--- config.mk ---
export PLATFORM = sky130hd
export DESIGN_NAME = connection_table_ctrl_flat
export DESIGN_NICKNAME = d
export VERILOG_FILES = /design/src/rtl/connection_table_ctrl_if.sv /design/src/rtl/connection_table_ctrl.sv /design/src/flat_wrapper.sv
export SDC_FILE = /design/constraint.sdc
export NUM_CORES = 1
export LEC_CHECK = 0
export ABC_AREA = 1
export CORE_MARGIN = 3
export CORE_UTILIZATION = 40
export CTS_CLUSTER_SIZE = 25
export DETAILED_ROUTE_END_ITERATION = 12
export PLACE_DENSITY = 0.7
export SLEW_MARGIN = 20
export SYNTH_ARGS = -nofsm -noshare
export SYNTH_HDL_FRONTEND = slang
export SYNTH_SLANG_ARGS = --single-unit
--- constraint.sdc ---
create_clock -name CLK -period 2.5 [get_ports CLK]
set_input_delay 0.375 -clock CLK [delete_from_list [all_inputs] [get_ports CLK]]
set_output_delay 0.375 -clock CLK [all_outputs]
set_load 0.01 [all_outputs]
--- src/rtl/connection_table_ctrl_if.sv ---
// Requester and table-side signal bundle for connection_table_ctrl.
// slave = controller view, master = requesters plus table view.
interface connection_table_ctrl_if #(
  parameter int DATA_WIDTH        = 6,
  parameter int NODE_ADDRESS_SIZE = 4
);
  localparam int DW  = DATA_WIDTH;
  localparam int NAS = NODE_ADDRESS_SIZE;

  logic           init_done;
  logic           req0;
  logic           req1;
  logic           we0;
  logic           we1;
  logic [NAS-1:0] node_A0;
  logic [NAS-1:0] node_B0;
  logic [NAS-1:0] node_A1;
  logic [NAS-1:0] node_B1;
  logic [DW-1:0]  wdata0;
  logic [DW-1:0]  wdata1;
  logic           gnt0;
  logic           gnt1;
  logic           rvalid0;
  logic           rvalid1;
  logic [DW-1:0]  rdata;
  logic [NAS-1:0] mem_node_A;
  logic [NAS-1:0] mem_node_B;
  logic [DW-1:0]  mem_IN;
  logic           mem_we;
  logic           mem_cs;
  logic [DW-1:0]  mem_OUT;

  modport slave (
    input  req0, req1, we0, we1,
    input  node_A0, node_B0, node_A1, node_B1,
    input  wdata0, wdata1, mem_OUT,
    output init_done, gnt0, gnt1,
    output rvalid0, rvalid1, rdata,
    output mem_node_A, mem_node_B,
    output mem_IN, mem_we, mem_cs
  );

  modport master (
    output req0, req1, we0, we1,
    output node_A0, node_B0, node_A1, node_B1,
    output wdata0, wdata1, mem_OUT,
    input  init_done, gnt0, gnt1,
    input  rvalid0, rvalid1, rdata,
    input  mem_node_A, mem_node_B,
    input  mem_IN, mem_we, mem_cs
  );
endinterface

--- src/rtl/connection_table_ctrl.sv ---
// Clears the connection table after reset, then arbitrates two
// requesters round-robin, optionally mirroring writes to (B,A).
module connection_table_ctrl #(
  parameter int DATA_WIDTH        = 6,
  parameter int NODE_ADDRESS_SIZE = 4,
  parameter int MIRROR_WRITES     = 1
) (
  input  logic CLK,
  input  logic RST,
  connection_table_ctrl_if.slave bus
);
  localparam int DW  = DATA_WIDTH;
  localparam int NAS = NODE_ADDRESS_SIZE;
  localparam int AW  = 2 * NAS;

  typedef enum logic [1:0] {
    CLEAR  = 2'd0,
    RUN    = 2'd1,
    MIRROR = 2'd2
  } state_e;

  state_e         state_q, state_d;
  logic [AW-1:0]  cnt_q, cnt_d;
  logic           prio_q, prio_d;
  logic           rv0_q, rv0_d;
  logic           rv1_q, rv1_d;
  logic [NAS-1:0] mir_a_q, mir_a_d;
  logic [NAS-1:0] mir_b_q, mir_b_d;
  logic [DW-1:0]  mir_d_q, mir_d_d;

  logic           g0, g1;
  logic           sel_we;
  logic [NAS-1:0] sel_a, sel_b;
  logic [DW-1:0]  sel_d;
  logic           cs, we;
  logic [NAS-1:0] ma, mb;
  logic [DW-1:0]  mi;

  always_comb begin
    g0      = 1'b0;
    g1      = 1'b0;
    sel_we  = 1'b0;
    sel_a   = '0;
    sel_b   = '0;
    sel_d   = '0;
    cs      = 1'b0;
    we      = 1'b0;
    ma      = '0;
    mb      = '0;
    mi      = '0;
    state_d = state_q;
    cnt_d   = cnt_q;
    prio_d  = prio_q;
    rv0_d   = 1'b0;
    rv1_d   = 1'b0;
    mir_a_d = mir_a_q;
    mir_b_d = mir_b_q;
    mir_d_d = mir_d_q;

    unique case (state_q)
      CLEAR: begin
        cs       = 1'b1;
        we       = 1'b1;
        {ma, mb} = cnt_q;
        cnt_d    = cnt_q + 1'b1;
        if (cnt_q == '1) state_d = RUN;
      end
      RUN: begin
        g0 = bus.req0 & (~bus.req1 | ~prio_q);
        g1 = bus.req1 & (~bus.req0 | prio_q);
        if (g1) begin
          sel_we = bus.we1;
          sel_a  = bus.node_A1;
          sel_b  = bus.node_B1;
          sel_d  = bus.wdata1;
        end else begin
          sel_we = bus.we0;
          sel_a  = bus.node_A0;
          sel_b  = bus.node_B0;
          sel_d  = bus.wdata0;
        end
        if (g0 | g1) begin
          cs     = 1'b1;
          we     = sel_we;
          ma     = sel_a;
          mb     = sel_b;
          mi     = sel_d;
          prio_d = g0;
          rv0_d  = g0 & ~bus.we0;
          rv1_d  = g1 & ~bus.we1;
          if (sel_we && MIRROR_WRITES != 0
              && sel_a != sel_b) begin
            mir_a_d = sel_a;
            mir_b_d = sel_b;
            mir_d_d = sel_d;
            state_d = MIRROR;
          end
        end
      end
      MIRROR: begin
        cs      = 1'b1;
        we      = 1'b1;
        ma      = mir_b_q;
        mb      = mir_a_q;
        mi      = mir_d_q;
        state_d = RUN;
      end
      default: state_d = CLEAR;
    endcase

    // reset wins in the same cycle: no access may reach the table
    if (RST) begin
      g0 = 1'b0;
      g1 = 1'b0;
      cs = 1'b0;
      we = 1'b0;
    end
  end

  always_ff @(posedge CLK) begin
    if (RST) begin
      state_q <= CLEAR;
      cnt_q   <= '0;
      prio_q  <= 1'b0;
      rv0_q   <= 1'b0;
      rv1_q   <= 1'b0;
      mir_a_q <= '0;
      mir_b_q <= '0;
      mir_d_q <= '0;
    end else begin
      state_q <= state_d;
      cnt_q   <= cnt_d;
      prio_q  <= prio_d;
      rv0_q   <= rv0_d;
      rv1_q   <= rv1_d;
      mir_a_q <= mir_a_d;
      mir_b_q <= mir_b_d;
      mir_d_q <= mir_d_d;
    end
  end

  assign bus.init_done  = (state_q != CLEAR);
  assign bus.gnt0       = g0;
  assign bus.gnt1       = g1;
  assign bus.rvalid0    = rv0_q;
  assign bus.rvalid1    = rv1_q;
  assign bus.rdata      = bus.mem_OUT;
  assign bus.mem_cs     = cs;
  assign bus.mem_we     = we;
  assign bus.mem_node_A = ma;
  assign bus.mem_node_B = mb;
  assign bus.mem_IN     = mi;
endmodule

--- src/flat_wrapper.sv ---
// flat-port wrapper written by rule: the top's interface ports become plain ports
module connection_table_ctrl_flat 
#(
  parameter int DATA_WIDTH        = 6,
  parameter int NODE_ADDRESS_SIZE = 4,
  parameter int MIRROR_WRITES     = 1
)
  (CLK, RST, bus_req0, bus_req1, bus_we0, bus_we1, bus_node_A0, bus_node_B0, bus_node_A1, bus_node_B1, bus_wdata0, bus_wdata1, bus_mem_OUT, bus_init_done, bus_gnt0, bus_gnt1, bus_rvalid0, bus_rvalid1, bus_rdata, bus_mem_node_A, bus_mem_node_B, bus_mem_IN, bus_mem_we, bus_mem_cs);
  connection_table_ctrl_if #(.DATA_WIDTH(DATA_WIDTH), .NODE_ADDRESS_SIZE(NODE_ADDRESS_SIZE)) bus_i ();
  input  logic CLK;
  input  logic RST;
  input wire logic [$bits(bus_i.req0)-1:0] bus_req0;
  input wire logic [$bits(bus_i.req1)-1:0] bus_req1;
  input wire logic [$bits(bus_i.we0)-1:0] bus_we0;
  input wire logic [$bits(bus_i.we1)-1:0] bus_we1;
  input wire logic [$bits(bus_i.node_A0)-1:0] bus_node_A0;
  input wire logic [$bits(bus_i.node_B0)-1:0] bus_node_B0;
  input wire logic [$bits(bus_i.node_A1)-1:0] bus_node_A1;
  input wire logic [$bits(bus_i.node_B1)-1:0] bus_node_B1;
  input wire logic [$bits(bus_i.wdata0)-1:0] bus_wdata0;
  input wire logic [$bits(bus_i.wdata1)-1:0] bus_wdata1;
  input wire logic [$bits(bus_i.mem_OUT)-1:0] bus_mem_OUT;
  output wire logic [$bits(bus_i.init_done)-1:0] bus_init_done;
  output wire logic [$bits(bus_i.gnt0)-1:0] bus_gnt0;
  output wire logic [$bits(bus_i.gnt1)-1:0] bus_gnt1;
  output wire logic [$bits(bus_i.rvalid0)-1:0] bus_rvalid0;
  output wire logic [$bits(bus_i.rvalid1)-1:0] bus_rvalid1;
  output wire logic [$bits(bus_i.rdata)-1:0] bus_rdata;
  output wire logic [$bits(bus_i.mem_node_A)-1:0] bus_mem_node_A;
  output wire logic [$bits(bus_i.mem_node_B)-1:0] bus_mem_node_B;
  output wire logic [$bits(bus_i.mem_IN)-1:0] bus_mem_IN;
  output wire logic [$bits(bus_i.mem_we)-1:0] bus_mem_we;
  output wire logic [$bits(bus_i.mem_cs)-1:0] bus_mem_cs;
  assign bus_i.req0 = bus_req0;
  assign bus_i.req1 = bus_req1;
  assign bus_i.we0 = bus_we0;
  assign bus_i.we1 = bus_we1;
  assign bus_i.node_A0 = bus_node_A0;
  assign bus_i.node_B0 = bus_node_B0;
  assign bus_i.node_A1 = bus_node_A1;
  assign bus_i.node_B1 = bus_node_B1;
  assign bus_i.wdata0 = bus_wdata0;
  assign bus_i.wdata1 = bus_wdata1;
  assign bus_i.mem_OUT = bus_mem_OUT;
  assign bus_init_done = bus_i.init_done;
  assign bus_gnt0 = bus_i.gnt0;
  assign bus_gnt1 = bus_i.gnt1;
  assign bus_rvalid0 = bus_i.rvalid0;
  assign bus_rvalid1 = bus_i.rvalid1;
  assign bus_rdata = bus_i.rdata;
  assign bus_mem_node_A = bus_i.mem_node_A;
  assign bus_mem_node_B = bus_i.mem_node_B;
  assign bus_mem_IN = bus_i.mem_IN;
  assign bus_mem_we = bus_i.mem_we;
  assign bus_mem_cs = bus_i.mem_cs;
  connection_table_ctrl #(.DATA_WIDTH(DATA_WIDTH), .NODE_ADDRESS_SIZE(NODE_ADDRESS_SIZE), .MIRROR_WRITES(MIRROR_WRITES)) u_core (.CLK(CLK), .RST(RST), .bus(bus_i));
endmodule
==> run metrics <==
Vias ~2.2k; Synth top cells by count nand2_1, inv_1, a21oi_1; final cell area excluding filler cells 2710 sq um; worst vdd ir 0.000198 V; CTS Hold Buffers Added 0; period utilization ~96%; Num CTS Buffers 3; htree depth 1; final WL roughly 5500 microns; max cap viols 0; Clock Latency Late Sink between 0.2 and 0.3 ns; Yosys cell types 23; RSZ-0062 raised after global routing false; Routed Antenna Nets 0; Diodes inserted 0; top post-synthesis cells by area nand2_1, dfxtp_1, a21oi_1; Routability Congestion 0.856; core area around 4500 sq um; Async SR Flop Fraction 0%; Seq cells post-synth 27; Tmin final 2.39 ns; outcome completed; Synth Area per Inst 5.92 sq um; crit end category output pin; EDFF count, synth 0; largest net degree at the start of global routing 17; wire length per cell around 12 microns; most common cell in the netlist nand2_1; IO Pins 67; Setup CP Type input port to output pin; share of the synthesized area in the top cell type around 29%; CTS Buffer Depth 2; vias in the first global route approximately 2.0k; Placed Area between 2000 and 3000 sq um; Final Skew around 0.0039 ns; P_leak approximately 1.3 nW; GR Util All Layers approximately a fifth; setup bufs post-CTS 0; warnings from Yosys 0; worst-margin pin slew 0.451 ns; Critical Path AT around 2.0 ns; Setup WS post-layout 0.111 ns; grt ovf 0; die area roughly 5600 sq um; Die Ht roughly 75 microns; global-route wire length before repair approximately 9000 microns; Clock Pin Slew Worst Setup and Hold Paths about 0.10 ns; syn nets 368; DR pass1 iterations 4; I/O Buffers 54; startpoint types input port; sequential area share after synthesis between 20% and 30%; layout cells sized above 1 between 10 and 15%; area of the mapped netlist between 1500 and 2000 sq um; drc violations 0; WP data required 2.12 ns; worst min path class flop to flop; Slew Viols, Final 0; final core occ 60.7%; Setup violations, final 0; Starting DRT DRC Count about 170; post-placement setup slack -0.184 ns; worst rel slew slack a little over two thirds; PwrDens between 300 and 400 nW/um^2; Syn Inst Count 323; Root Buffer clkbuf_8; Final #Nets between 400 and 500; Hold Fails Final Rpt 0; worst-path fanout max 8; Starting Density 42.7%; CTS tree yes; clock tree sinks 27; ys flop type dfxtp_1; WHS about 0.47 ns; Die Span X 75.1 microns; Core Rows 24; Via density around 5; post-DP HPWL around 4400 microns; initial antenna violation count 0; Layout area overhead 42.0%; Peak Freq around 420 MHz; Synth area leader nand2_1
stage by stage:
stage	power [mW]	setup TNS, ns	std cells
2_1_floorplan	0.551	0	323
3_3_place_gp	0.668	-1.77	449
3_5_place_dp	0.669	-1.91	449
4_1_cts	0.916	0	453
5_1_grt	0.963	0	453
6_report	0.919	0	453
final cells by class:
cell class                      instances  area [sq um]
Sequential cell                        27           541
Clock buffer                            3          41.3
Fill cell                             435          1760
Clock inverter                          1          5.00
Inverter                               36           138
Multi-Input combinational cell        243          1110
Timing Repair Buffer                   91           815
Tap cell                               52          65.1
kinds of logic after synthesis:
| logic type | after synthesis | synth area share, % |
|---|---|---|
| compound gates | 45 | 12.4 |
| fa+ha+maj | 5 | 3.27 |
| buf+inv | 53 | 13.8 |
| simple gates | 193 | 42.2 |
| flops | 27 | 28.3 |
worst max-delay path, cell delays in order:
cell,delay (ns)
clkdlybuf4s50_1,0.48
nand2_4,0.11
nand2_2,0.06
buf_4,0.17
or2_1,0.23
o211ai_1,0.10
inv_2,0.06
nand2_1,0.08
a21oi_1,0.07
dlygate4sd2_1,0.29
layout by cell type, fill, tap and decap left out, drive strengths merged:
cell           Yosys  layout
o21ai              7       7
dlygate4sd2        0      15
clkdlybuf4s50      0      37
o211ai             1       1
inv               36      36
nand4              2       2
a21oi             29      29
nor2              14      14
clkbuf             5       3
ha                 5       5
nand3             19      19
clkdlybuf4s15      0       1
dlymetal6s2s       0       1
dfxtp             27      27
buf               12      37
or2                1       1
nand2            152     152
a31oi              8       8
nor3               4       4
clkinv             0       1
nor3b              1       1
worst paths after layout:
| check | start | to | slack [ns] | depth (start not counted) |
|---|---|---|---|---|
| min reg2reg | u_core.mir_d_q[2] | u_core.mir_d_q[2] | 0.47 | 2 |
| max reg2reg | u_core.prio_q | u_core.mir_a_q[1] | 0.47 | 16 |
| max | bus_req0 | bus_mem_we | 0.11 | 10 |
| min | u_core.mir_d_q[2] | u_core.mir_d_q[2] | 0.47 | 2 |
flip-flops by register name, summed over array words and instances, names as in the netlist:
name	count
u_core.state_q	2
u_core.mir_b_q	4
u_core.bus.rvalid0	1
u_core.cnt_q	8
u_core.bus.rvalid1	1
u_core.prio_q	1
u_core.mir_d_q	6
u_core.mir_a_q	4
report_power, final:
group | internal, mW | switching (mW) | leakage (nW)
sequential | 0.434 | 0.00446 | 0.218
clock | 0.112 | 0.152 | 0.0255
combinational | 0.118 | 0.0989 | 1.05
total | 0.664 | 0.255 | 1.30
routing by layer:
metal  part of all wire [%]  vias to the layer above  GRT usage [%]
met1                     49                      985           28.4
li1                       -                     1159              -
met3                    4.0                        7           1.87
met5                      0                        -              0
met2                     45                       57           32.6
met4                    1.2                        0           7.51
repair_timing:
action                                  4_1_cts  5_1_grt
gates resized for setup                      16        3
endpoints found under the hold margin         0        0
endpoints found under the setup margin       15        2
No activity file was read; power rests on OpenSTA's default activity.
